===== src/rtl/register_bank_dbuf_pkg.sv =====
// Shared types and helpers for the double-buffered register bank.
package register_bank_dbuf_pkg;

  typedef enum logic {
    ST_IDLE  = 1'b0,
    ST_CLEAR = 1'b1
  } state_e;

  function automatic int unsigned nr_of_regs(input int unsigned addr_bits);
    return 32'd1 << addr_bits;
  endfunction

endpackage


===== src/rtl/register_bank_dbuf_row.sv =====
// One masked-write register with synchronous reset, clear and load.
module register_bank_row #(
  parameter int unsigned          NrOfBits   = 8,
  parameter logic [NrOfBits-1:0]  ResetValue = '0
) (
  input  logic                clk,
  input  logic                rst,
  input  logic                clear,
  input  logic                load,
  input  logic [NrOfBits-1:0] d,
  input  logic [NrOfBits-1:0] mask,
  output logic [NrOfBits-1:0] q
);

  logic [NrOfBits-1:0] val_q, val_d;

  always_comb begin
    val_d = val_q;
    if (clear) begin
      val_d = ResetValue;
    end else if (load) begin
      val_d = (val_q & ~mask) | (d & mask);
    end
  end

  always_ff @(posedge clk) begin
    if (rst) begin
      val_q <= ResetValue;
    end else begin
      val_q <= val_d;
    end
  end

  assign q = val_q;

endmodule


===== src/rtl/register_bank_dbuf.sv =====
// Double-buffered register bank: masked writes to a shadow bank, atomic commit
// into the active bank that feeds two combinational read ports, plus clear sweep.
module register_bank_dbuf
  import register_bank_dbuf_pkg::*;
#(
  parameter int unsigned         NrOfBits   = 8,
  parameter int unsigned         AddrBits   = 3,
  parameter logic [NrOfBits-1:0] ResetValue = '0
) (
  input  logic                Clock,
  input  logic                Reset,
  input  logic                ClockEnable,
  input  logic                Tick,
  input  logic                WrEn,
  input  logic [AddrBits-1:0] WrAddr,
  input  logic [NrOfBits-1:0] WrData,
  input  logic [NrOfBits-1:0] WrMask,
  input  logic                CommitReq,
  input  logic                ClearReq,
  output logic                CommitAck,
  output logic                Busy,
  input  logic [AddrBits-1:0] RdAddrA,
  input  logic [AddrBits-1:0] RdAddrB,
  output logic [NrOfBits-1:0] RdDataA,
  output logic [NrOfBits-1:0] RdDataB
);

  localparam int unsigned         NrOfRegs = nr_of_regs(AddrBits);
  localparam logic [AddrBits-1:0] LastAddr = AddrBits'(NrOfRegs - 1);

  state_e              state_q, state_d;
  logic [AddrBits-1:0] ptr_q, ptr_d;
  logic                ack_q, ack_d;
  logic                advance;
  logic                wr_go, commit_go, sweep_go;

  logic [NrOfBits-1:0] shadow_q    [NrOfRegs];
  logic [NrOfBits-1:0] active_q    [NrOfRegs];
  logic [NrOfBits-1:0] commit_data [NrOfRegs];

  assign advance = ClockEnable & Tick;

  always_comb begin
    state_d   = state_q;
    ptr_d     = ptr_q;
    ack_d     = 1'b0;
    wr_go     = 1'b0;
    commit_go = 1'b0;
    sweep_go  = 1'b0;
    if (advance) begin
      unique case (state_q)
        ST_IDLE: begin
          wr_go = WrEn;
          // Clear wins over commit; the commit request simply stays pending.
          if (ClearReq) begin
            state_d = ST_CLEAR;
            ptr_d   = '0;
          end else if (CommitReq) begin
            commit_go = 1'b1;
            ack_d     = 1'b1;
          end
        end
        ST_CLEAR: begin
          sweep_go = 1'b1;
          ptr_d    = ptr_q + 1'b1;
          if (ptr_q == LastAddr) begin
            state_d = ST_IDLE;
            ptr_d   = '0;
          end
        end
        default: state_d = ST_IDLE;
      endcase
    end
  end

  always_ff @(posedge Clock) begin
    if (Reset) begin
      state_q <= ST_IDLE;
      ptr_q   <= '0;
      ack_q   <= 1'b0;
    end else begin
      state_q <= state_d;
      ptr_q   <= ptr_d;
      ack_q   <= ack_d;
    end
  end

  // Commit copies shadow as it will be after this edge, so a same-cycle write lands too.
  always_comb begin
    for (int unsigned i = 0; i < NrOfRegs; i++) begin
      commit_data[i] = shadow_q[i];
      if (wr_go && (WrAddr == AddrBits'(i))) begin
        commit_data[i] = (shadow_q[i] & ~WrMask) | (WrData & WrMask);
      end
    end
  end

  for (genvar g = 0; g < NrOfRegs; g++) begin : g_regs
    register_bank_row #(
      .NrOfBits   (NrOfBits),
      .ResetValue (ResetValue)
    ) u_shadow (
      .clk   (Clock),
      .rst   (Reset),
      .clear (sweep_go && (ptr_q == AddrBits'(g))),
      .load  (wr_go && (WrAddr == AddrBits'(g))),
      .d     (WrData),
      .mask  (WrMask),
      .q     (shadow_q[g])
    );

    register_bank_row #(
      .NrOfBits   (NrOfBits),
      .ResetValue (ResetValue)
    ) u_active (
      .clk   (Clock),
      .rst   (Reset),
      .clear (1'b0),
      .load  (commit_go),
      .d     (commit_data[g]),
      .mask  ('1),
      .q     (active_q[g])
    );
  end

  assign CommitAck = ack_q;
  assign Busy      = (state_q == ST_CLEAR);
  assign RdDataA   = active_q[RdAddrA];
  assign RdDataB   = active_q[RdAddrB];

endmodule


===== config.mk =====
export PLATFORM = sky130hd
export DESIGN_NAME = register_bank_dbuf
export DESIGN_NICKNAME = d
export VERILOG_FILES = /design/src/rtl/register_bank_dbuf_pkg.sv /design/src/rtl/register_bank_dbuf_row.sv /design/src/rtl/register_bank_dbuf.sv
export SDC_FILE = /design/constraint.sdc
export NUM_CORES = 1
export LEC_CHECK = 0
export BUFFER_PORTS_ARGS = -buffer_cell sky130_fd_sc_hd__buf_4
export CORE_UTILIZATION = 49
export CTS_BUF_LIST = sky130_fd_sc_hd__clkbuf_8
export DETAILED_ROUTE_END_ITERATION = 10
export PLACE_DENSITY = 0.66
export SLEW_MARGIN = 20
export SYNTH_ARGS = -nofsm -noshare
export SYNTH_HDL_FRONTEND = slang
export SYNTH_SLANG_ARGS = --single-unit

===== constraint.sdc =====
create_clock -name Clock -period 3 [get_ports Clock]
set_input_delay 0.45 -clock Clock [delete_from_list [all_inputs] [get_ports Clock]]
set_output_delay 0.45 -clock Clock [all_outputs]
set_load 0.02 [all_outputs]

==> impl_metrics.tcl <==
set metrics [dict create \
    cts_tree "built" \
    clkTransAtPathRegs_ns 0.08 \
    drive_gt1_frac 0.238 \
    antenna_found_initial 0 \
    firstDrtPassIters 6 \
    path_class "input pin to primary output" \
    r2r_end "g_regs[0].u_active.q[5]" \
    hold_class "input pin to flop" \
    viasPerCell 6.95 \
    first_global_vias 6928 \
    clk_latency_ns 0.46 \
    setup_viol 0 \
    hold_violations 0 \
    final_util 0.546 \
    io-pin-count 50 \
    status "finished, final reports clean" \
    antenna_left 0 \
    irDropWorstVdd_uv 303 \
    grt_overflow 0 \
    maxCapViolCount 0 \
    syn_avg_cell_area_um2 9.90 \
    place_inst 1020 \
    cts_hold_buf 0 \
    finish.instance_area_um2 9060 \
    area_delta_synth_final_pct 8.92 \
    power.leakage_nw 2.91 \
    clock_sinks 133 \
    grt_use_total 0.311 \
    reg2reg_depth 4 \
    synth-seq-cells 133 \
    arrival_ns 1.78 \
    synthCells 840 \
    path_buf_inv 2 \
    die-height_um 132 \
    dieArea_um2 17500 \
    grt_pass1_wl_um 41700 \
    cp_cell_sequence "buf_4 > mux4_2 > mux2_2 > buf_4" \
    vias 7306 \
    powerDensity_nw_per_um2 433 \
    grt_max_degree 85 \
    synth_fp_nets 878 \
    fin_crit_sh 0.744 \
    rows 47 \
    synthDistinctLibCells 48 \
    nets 857 \
    start_kind "input pin" \
    remaining_drc_errors 0 \
    clockRootBuffer "clkbuf_8" \
    wl_um 26600 \
    gp_congestion 0.843 \
    wl_per_cell_um 25.3 \
    worstMarginPinSlew_ns 0.910 \
    ys_seq_area_frac 0.320 \
    drt_iter0_drc 670 \
    synth-async-reset-ratio 0 \
    dieWidth_um 132 \
    endpoint_kind "primary output" \
    hp-start "ClearReq" \
    r2r_slack_ns 0.87 \
    clk_path_buf_depth 2 \
    hold_path_depth 3 \
    io_buffers 49 \
    core_um2 16600 \
    synth-edff-count 0 \
    cts_setup_buffers 0 \
    min_period_ns 2.23 \
    max_clock_freq_mhz 448 \
    ys_warn_count 0 \
    slew_violations 0 \
    rsz0062_at_grt "no" \
    start_util 0.501 \
    fin_setup_tns_ns 0 \
    ctsResizeCount 0 \
    critical_path_required_ns 2.55 \
    syn-cell-area_um2 8310 \
    dp_hpwl_um 17600 \
    slowest_stage "mux4_2" \
    critical-path-top-cell-by-count "buf_4" \
    crit_path_max_fanout 16 \
    num_antenna_cells 0 \
    cp_top_family "multiplexers" \
    dpl_cell_area_um2 8610 \
    htree_levels 4 \
    relSlewSlack 0.392 \
    hold_end "Busy" \
    max_stage_delay_ns 0.56 \
    clock_skew_ns 0.0107 \
    final_cell_count_no_fill 1051 \
    synthFlopType "dfxtp_1" \
    cts_buffers 17 \
    r2r_start "Busy" \
]
## area by class of cell
cell class	instances	area, um2
clock buffers	21	289
repair buffers	73	598
multi-input cells	589	5060
well taps	220	275
flip-flops and latches	133	2660
inverters	5	18.8
fillers	1474	7530
clock inverters	10	154
## tightest hold or removal path: cells and delay by family
kind,cells,cell delay (ns)
AOI/OAI and AO/OA,1,0.07
buffers and inverters,1,0.11
and+or+nand+nor,1,0.08
## Yosys cell counts, types with 3 or more instances
master / number / share of area
dfxtp_1: 133 / 0.32
nor2_1: 68 / 0.031
a21oi_1: 65 / 0.039
a221o_1: 63 / 0.076
o21ai_0: 52 / 0.031
buf_2: 43 / 0.026
nand4_1: 42 / 0.032
nor2b_1: 41 / 0.031
o2111a_1: 40 / 0.054
clkbuf_1: 38 / 0.017
mux4_2: 32 / 0.087
nand3_1: 25 / 0.015
nand2b_1: 23 / 0.017
a2111oi_2: 19 / 0.034
buf_4: 19 / 0.017
mux2_2: 16 / 0.022
o21ai_1: 12 / 0.0072
nand4bb_4: 10 / 0.033
nand4b_1: 9 / 0.0095
and4_1: 8 / 0.0084
buf_1: 8 / 0.0036
nor4b_2: 8 / 0.014
or4b_1: 8 / 0.0096
ha_1: 6 / 0.0090
nand4bb_1: 6 / 0.0081
a21o_1: 5 / 0.0045
inv_1: 5 / 0.0023
a2111oi_0: 4 / 0.0042
buf_6: 4 / 0.0054
a22oi_1: 3 / 0.0027
a31o_2: 3 / 0.0032
and4b_1: 3 / 0.0036
## cell usage in the layout, fill, tap and decap left out, types with 6 or more instances in the layout
cell,netlist,layout
dfxtp_1,133,132
buf_4,19,69
nor2_1,68,68
a21oi_1,65,65
a221o_1,63,63
o21ai_0,52,52
nand4_1,42,42
nor2b_1,41,41
o2111a_1,40,40
mux4_2,32,32
nand3_1,25,25
nand2b_1,23,23
clkbuf_8,0,21
a2111oi_2,19,19
mux2_2,16,16
o21ai_1,12,12
nand4bb_4,10,10
nand4b_1,9,9
and4_1,8,8
or4b_1,8,8
nor4b_2,8,8
inv_1,5,7
nand4bb_1,6,6
ha_1,6,6
## power breakdown
part	total [mW]	leakage, nW	internal [mW]	switching [mW]
Sequential	1.78	1.07	1.77	0.00652
Clock	1.69	0.230	0.982	0.711
Combinational	0.452	1.61	0.134	0.318
## flip-flops by register name (all words and copies together) (netlist names)
| signal | cells |
|---|---|
| Busy | 1 |
| g_regs.u_shadow.q | 64 |
| CommitAck | 1 |
| g_regs.u_active.q | 64 |
| ptr_q | 3 |
## worst max path at each step
stage | start | end | slack, ns | depth (start not counted)
2_1_floorplan | RdAddrB[1] | RdDataB[0] | 0.75 | 4
3_3_place_gp | ClockEnable | g_regs[6].u_active.q[2] | 0.79 | 5
3_5_place_dp | RdAddrA[1] | RdDataA[4] | 0.76 | 4
4_1_cts | g_regs[3].u_active.q[6] | RdDataB[6] | 0.76 | 3
5_1_grt | g_regs[3].u_active.q[6] | RdDataA[6] | 0.71 | 3
6_report | RdAddrB[1] | RdDataB[0] | 0.77 | 4
## metrics by stage
step           power, mW  hold WS (ns)  setup slack, ns
6_report            3.92         0.274            0.769
5_1_grt             4.02         0.283            0.711
4_1_cts             3.92         0.263            0.762
3_5_place_dp        2.26         0.460            0.764
3_3_place_gp        2.25         0.455            0.791
2_1_floorplan       2.12         0.445            0.746
## routing by layer
layer | track usage | routed length (um)
met1 | 0.424 | 11600
met2 | 0.459 | 11700
met3 | 0.0903 | 2470
met4 | 0.131 | 826
met5 | 0 | 0
## cell families after synthesis
kind of cell             share of synthesized area
AO/OA/AOI/OAI                                0.261
adder cells (fa/ha/maj)                    0.00903
buffers and inverters                       0.0724
flip-flops                                   0.320
multiplexers                                 0.108
AND/OR/NAND/NOR                              0.229
Power figures use the tool's default switching activity.
